[src/rtl/game_clock_pkg.sv]
// game_clock_pkg: shared FSM state and time-control mode types for game_clock
package common_enums;
    typedef enum logic [1:0] {
        IDLE    = 2'd0,
        RUN     = 2'd1,
        PAUSED  = 2'd2,
        EXPIRED = 2'd3
    } clock_state_t;
    typedef enum logic [1:0] {
        MODE_SUDDEN = 2'd0,
        MODE_INC    = 2'd1,
        MODE_DELAY  = 2'd2,
        MODE_RSVD   = 2'd3
    } clock_mode_t;
endpackage

[src/rtl/game_clock_tick_gen.sv]
// tick_gen: 1 s prescaler counting 0..CLK_FREQ_HZ-1 while enabled; tick flags the wrap cycle
module tick_gen #(
    parameter int CLK_FREQ_HZ = 50_000_000
) (
    input  logic clk,
    input  logic reset,
    input  logic enable,
    input  logic clear,
    output logic tick
);
    localparam int PW = (CLK_FREQ_HZ > 1) ? $clog2(CLK_FREQ_HZ) : 1;
    localparam logic [PW-1:0] LAST = PW'(CLK_FREQ_HZ - 1);
    logic [PW-1:0] cnt_q, cnt_d;
    assign tick = enable && (cnt_q == LAST);
    // clear wins; otherwise hold when disabled, wrap on the last count
    always_comb cnt_d = clear ? '0 : !enable ? cnt_q : tick ? '0 : cnt_q + PW'(1);
    // prescaler count register
    always_ff @(posedge clk or posedge reset) begin
        if (reset) cnt_q <= '0;
        else cnt_q <= cnt_d;
    end
endmodule

[src/rtl/game_clock.sv]
// game_clock: multi-player game clock (sudden death / increment / delay); delay mode is built only when GAME_CLOCK_DELAY_EN is defined
module game_clock import common_enums::*; #(
    parameter int CLK_FREQ_HZ = 50_000_000,
    parameter int NUM_PLAYERS = 2,
    parameter int SEC_W       = 12
) (
    input  logic                           clk,
    input  logic                           reset,
    input  logic                           start,
    input  logic                           pause,
    input  logic                           move_done,
    input  logic [1:0]                     mode,
    input  logic [SEC_W-1:0]               base_sec,
    input  logic [7:0]                     inc_sec,
    output logic [$clog2(NUM_PLAYERS)-1:0] active_player,
    output logic [NUM_PLAYERS*SEC_W-1:0]   time_left,
    output clock_state_t                   state,
    output logic                           time_up,
    output logic [$clog2(NUM_PLAYERS)-1:0] loser,
    output logic                           tick
);
    localparam int AW = $clog2(NUM_PLAYERS);
    localparam int SW = ((SEC_W > 8) ? SEC_W : 8) + 1;
    localparam logic [SW-1:0] MAXV = (SW'(1) << SEC_W) - SW'(1);
    clock_state_t state_q, state_d;
    clock_mode_t mode_q, mode_d;
    logic [7:0] inc_q, inc_d;
    logic [AW-1:0] ap_q, ap_d, loser_q, loser_d;
    logic [SEC_W-1:0] tl_q [NUM_PLAYERS];
    logic [SEC_W-1:0] tl_d [NUM_PLAYERS];
    logic [SEC_W-1:0] cur;
    logic [SW-1:0] sum;
    logic tick_q, tick_d, time_up_q, wrap, clr, hold, run;
`ifdef GAME_CLOCK_DELAY_EN
    logic [7:0] dly_q, dly_d;
`endif
    assign run = (state_q == RUN);
    tick_gen #(.CLK_FREQ_HZ(CLK_FREQ_HZ)) u_tick (
        .clk(clk),
        .reset(reset),
        .enable(run),
        .clear(clr),
        .tick(wrap)
    );
    // next-state: start reloads from anywhere; in RUN the tick is applied before move_done
    always_comb begin
        state_d = state_q;
        mode_d = mode_q;
        inc_d = inc_q;
        ap_d = ap_q;
        loser_d = loser_q;
        tl_d = tl_q;
        tick_d = 1'b0;
        clr = 1'b0;
        cur = tl_q[ap_q];
        sum = '0;
`ifdef GAME_CLOCK_DELAY_EN
        dly_d = dly_q;
        hold = (mode_q == MODE_DELAY) && (dly_q != '0);
`else
        hold = 1'b0;
`endif
        if (start) begin
            state_d = RUN;
            mode_d = clock_mode_t'(mode);
            inc_d = inc_sec;
            ap_d = '0;
            loser_d = '0;
            clr = 1'b1;
            for (int i = 0; i < NUM_PLAYERS; i++) tl_d[i] = base_sec;
`ifdef GAME_CLOCK_DELAY_EN
            dly_d = inc_sec;
`endif
        end else if (run) begin
            if (wrap && cur != '0) begin
                tick_d = 1'b1;
                if (!hold) cur = cur - SEC_W'(1);
`ifdef GAME_CLOCK_DELAY_EN
                if (hold) dly_d = dly_q - 8'd1;
`endif
            end
            if (cur == '0) begin
                state_d = EXPIRED;
                loser_d = ap_q;
            end else begin
                if (move_done) begin
                    sum = SW'(cur) + SW'(inc_q);
                    if (mode_q == MODE_INC) cur = (sum > MAXV) ? '1 : SEC_W'(sum);
                    ap_d = (ap_q == AW'(NUM_PLAYERS - 1)) ? '0 : ap_q + AW'(1);
                    clr = 1'b1;
`ifdef GAME_CLOCK_DELAY_EN
                    dly_d = inc_q;
`endif
                end
                if (pause) state_d = PAUSED;
            end
            tl_d[ap_q] = cur;
        end else if (state_q == PAUSED && pause) begin
            state_d = RUN;
        end
    end
    // game state, player clocks and registered outputs
    always_ff @(posedge clk or posedge reset) begin
        if (reset) begin
            state_q <= IDLE;
            mode_q <= MODE_SUDDEN;
            inc_q <= '0;
            ap_q <= '0;
            loser_q <= '0;
            tl_q <= '{default: '0};
            tick_q <= 1'b0;
            time_up_q <= 1'b0;
        end else begin
            state_q <= state_d;
            mode_q <= mode_d;
            inc_q <= inc_d;
            ap_q <= ap_d;
            loser_q <= loser_d;
            tl_q <= tl_d;
            tick_q <= tick_d;
            time_up_q <= (state_d == EXPIRED);
        end
    end
`ifdef GAME_CLOCK_DELAY_EN
    // per-turn delay allowance
    always_ff @(posedge clk or posedge reset) begin
        if (reset) dly_q <= '0;
        else dly_q <= dly_d;
    end
`endif
    for (genvar g = 0; g < NUM_PLAYERS; g++) begin : g_tl
        assign time_left[g*SEC_W +: SEC_W] = tl_q[g];
    end
    assign active_player = ap_q;
    assign state = state_q;
    assign time_up = time_up_q;
    assign loser = loser_q;
    assign tick = tick_q;
endmodule

[config.mk]
export PLATFORM = sky130hd
export DESIGN_NAME = game_clock
export DESIGN_NICKNAME = d
export VERILOG_FILES = /design/src/rtl/game_clock_pkg.sv /design/src/rtl/game_clock_tick_gen.sv /design/src/rtl/game_clock.sv
export SDC_FILE = /design/constraint.sdc
export NUM_CORES = 1
export LEC_CHECK = 0
export BUFFER_PORTS_ARGS = -buffer_cell sky130_fd_sc_hd__buf_4
export CAP_MARGIN = 25
export CORE_ASPECT_RATIO = 0.7
export CORE_MARGIN = 2
export CORE_UTILIZATION = 25
export DETAILED_ROUTE_END_ITERATION = 12
export PLACE_DENSITY = 0.46
export REMOVE_ABC_BUFFERS = 1
export SYNTH_ARGS = -nofsm -noshare
export SYNTH_HDL_FRONTEND = slang
export SYNTH_HIERARCHICAL = 1
export SYNTH_SLANG_ARGS = --single-unit
export TNS_END_PERCENT = 5
[constraint.sdc]
create_clock -name clk -period 6 [get_ports clk]
set_clock_uncertainty 0.1 [all_clocks]
set_input_delay 0.3 -clock clk [delete_from_list [all_inputs] [get_ports clk]]
set_output_delay 0.3 -clock clk [all_outputs]
set_load 0.01 [all_outputs]
==> run_results.csv <==
group,metric,value,unit
die,fp-row-count,40,
die,die_w,163.1,um
timing,max_freq,192.7,MHz
job,drv_cap,0,
detailed_routing,drt_pass1_iterations,5,
critical_path,crit_fanout,27,
logic_synthesis,synth_edf_count,0,
timing,hold_violations,0,
timing,slew_violations,0,
final_layout,mostFrequentLayoutCells,"66 x dfrtp_1, 64 x buf_4, 49 x nor2_1",
run_status,outcome,"completed",
detailed_routing,drtAntennaViolNets,0,
die,io_pins,57,
die,coreArea,17270,sq um
clocking,cts_max_level,3,
power,power_frac_seq,35.1,%
global_routing,grt_max_degree,44,
timing,finalCritPeriodShare,86.50,%
logic_synthesis,syn_inst,473,
global_routing,gr-usage-all-layers,15.27,%
placed_design,port-buffer-count,56,
critical_path,crit_path_start,"active_player$_DFFE_PP0P_",
power,vdd_drop_max,0.1506,mV
critical_path,arrival,5.29,ns
power,power.net_switching,0.0004613,W
hold_path,hold_class,"primary input to flop",
placed_design,dpl.hpwl,10290,um
critical_path,worstSetupPathType,"flop to flop",
final_layout,final_area,5449,sq um
detailed_routing,drt_iter0_drc,243,
detailed_routing,routed_wl,13470,um
critical_path,worst_setup_path_start_kind,"flop",
clocking,cts_tree,"built",
hold_path,min_from,"base_sec[9]",
logic_synthesis,ys_seq_elements,66,
logic_synthesis,synth_cell_types,69,
timing,rsz0062_at_grt,"no",
power,power_density,273.8,nW/um^2
detailed_routing,drcViolationCount,0,
logic_synthesis,async_flop_share,100.0,%
final_layout,synthToLayoutAreaGrowth,22.95,%
logic_synthesis,synth_top_area_cell,"dfrtp_1",
final_layout,drive_above_1_share,21.50,%
logic_synthesis,seq_area_frac_synth,37.27,%
logic_synthesis,yosysTopAreaCellShare,37.27,%
clocking,path_clk_slew,0.06,ns
final_layout,fillCellCount,1813,
detailed_routing,routed_via_density,5.086,
critical_path,regToRegStartpoint,"active_player$_DFFE_PP0P_",
timing,setup_viol,0,
timing,finalSetupTns,0,ns
timing,holdWs,0.07634,ns
logic_synthesis,ys.warnings.count,6,
clocking,worstSkewPairLatency,0.34,ns
power,p_int,0.001030,W
final_layout,final_nets,573,
critical_path,required,6.10,ns
critical_path,end_kind,"flop",
power,power_leakage,2.165,nW
power,switching_share,30.92,%
placed_design,gp_congestion,0.8648,
placed_design,postPlaceCellArea,5119,sq um
power,pwr-share-comb,26.6,%
logic_synthesis,synth_flop_cell,"dfrtp_1",
logic_synthesis,syn_area,4432,sq um
die,die_h,115.4,um
global_routing,grt_pass1_vias,3927,
timing,worst_slew_pin_slew,0.8789,ns
detailed_routing,wire_per_inst,17.58,um
clocking,post_cts_buffers,0,
clocking,cts.path.max_buffers,2,
die,die-area,18830,sq um
global_routing,grt_overflow,0,
clocking,clock_tree.root_cell,"clkbuf_16",
global_routing,grt_pass1_wl,22180,um
clocking,cts.sinks,66,
logic_synthesis,yosys-top-cells-area,"dfrtp_1 37%, xnor2_1 4.7%, a21oi_1 4.4%",
timing,maxSlewHeadroom,41.40,%
die,initial_core_util,25.67,%
power,pwr-share-clk,38.3,%
global_routing,antenna_found_initial,0,
final_layout,n_antenna_cell,0,
final_layout,mostFrequentLayoutCell,"dfrtp_1",
clocking,cts_resized,0,
logic_synthesis,postSynthAreaPerCell,9.369,sq um
timing,period_minus_slack,5.190,ns
detailed_routing,num_vias,3896,
clocking,numCtsBuffers,9,
## cells by family after synthesis
logic type / Yosys count / synth area share [%]
multiplexers: 28 / 6.889
adder cells (fa/ha/maj): 15 / 4.404
AO/OA/AOI/OAI: 115 / 17.65
buffers and inverters: 29 / 3.331
AND/OR/NAND/NOR: 185 / 23.55
XOR/XNOR: 35 / 6.917
flip-flops: 66 / 37.27
## power groups by stage
stage,logic (W),registers (W),clock network (W)
6_report,0.000397,0.000524,0.000571
3_5_place_dp,0.000392,0.000531,0
3_3_place_gp,0.000384,0.000532,0
4_1_cts,0.000395,0.000524,0.000589
2_1_floorplan,0.000236,0.000532,0
5_1_grt,0.000437,0.000530,0.000612
## worst paths after layout
| path | cells past startpoint | endpoint | slack (ns) |
|---|---|---|---|
| setup / recovery | 17 | time_left[12]$_DFFE_PP0P_ | 0.81 |
| hold / removal | 3 | time_left[9]$_DFFE_PP0P_ | 0.08 |
| setup reg to reg | 17 | time_left[12]$_DFFE_PP0P_ | 0.81 |
| hold reg to reg | 1 | mode_q[0]$_DFFE_PP0P_ | 0.40 |
| max in group asynchronous | 3 | time_up$_DFF_PP0_ | 4.61 |
| min in group asynchronous | 3 | u_tick/cnt_q[10]$_DFFE_PP0P_ | 0.50 |
## state kept, by name (all words and copies together), names as in the netlist
name	cells
time_left	24
tick	1
state	2
u_tick/cnt_q	26
loser	1
active_player	1
inc_q	8
mode_q	2
time_up	1
## metrics by stage
stage                     power [W]  setup slack (ns)  instances  util (%)
after CTS                  0.001507            0.8911        766     31.56
after global placement    0.0009161            0.9814        749     29.49
after floorplan           0.0007680            0.8540        454         -
after detailed placement  0.0009230            0.9181        750     29.64
final                      0.001492            0.8101        766     31.56
after global routing       0.001579            0.5227        766     31.56
## layout make-up
| class | instances | area (sq um) | share of cell area (%) |
|---|---|---|---|
| Timing Repair Buffer | 66 | 518.0 | 9.506 |
| Inverter | 10 | 37.54 | 0.6889 |
| Clock inverter | 2 | 60.06 | 1.102 |
| Clock buffer | 13 | 260.3 | 4.776 |
| Tap cell | 231 | 289.0 | 5.304 |
| Multi-Input combinational cell | 378 | 2633 | 48.31 |
| Sequential cell | 66 | 1652 | 30.31 |
## synthesized netlist by cell type, drive strengths merged (2+ instances only)
master / instances
buf: 7
o221ai: 4
nand3: 21
nor2: 49
nor4: 8
inv: 10
o211ai: 4
nor4b: 6
a311o: 2
nand2: 34
nand3b: 3
a21oi: 39
or2: 3
and4: 5
o21bai: 3
mux2i: 14
mux2: 14
nor2b: 3
a21o: 3
xnor2: 24
o41ai: 2
nand2b: 9
nor3b: 2
ha: 14
a31oi: 11
or3: 3
o21ai: 14
and3: 7
a32o: 2
clkbuf: 12
dfrtp: 66
o31ai: 12
a2111oi: 4
and2: 4
a221o: 2
xor2: 11
nand4: 12
o21a: 3
nor3: 12
o2111ai: 3
## worst max-delay path, stage by stage, from the launching register on
cell,delay (ns)
dfrtp_1,0.40
buf_4,0.39
mux2i_2,0.45
o21ai_1,0.30
nor2_1,0.30
nand2_1,0.11
nand2_1,0.17
xor2_1,0.12
ha_1,0.24
fa_1,0.44
a21o_1,0.22
a21oi_1,0.24
o21ai_0,0.20
a221o_1,0.44
nand4_1,0.32
nand2_1,0.17
o221ai_1,0.29
a21oi_1,0.11
## layer usage
metal	GRT usage (%)	vias up	part of all wire [%]	wire, um
met5	0	-	0	0
met4	4.189	0	1.4	182
met3	3.608	15	5.2	704
met2	19.77	123	38	5062
met1	24.44	1890	56	7516
li1	-	1868	-	-
## what timing repair did
item / in CTS / in global routing
hold buffers: 1 / 0
endpoints found under the setup margin: 0 / 0
hold endpoints to repair: 12 / 0
Power figures use the tool's default switching activity.
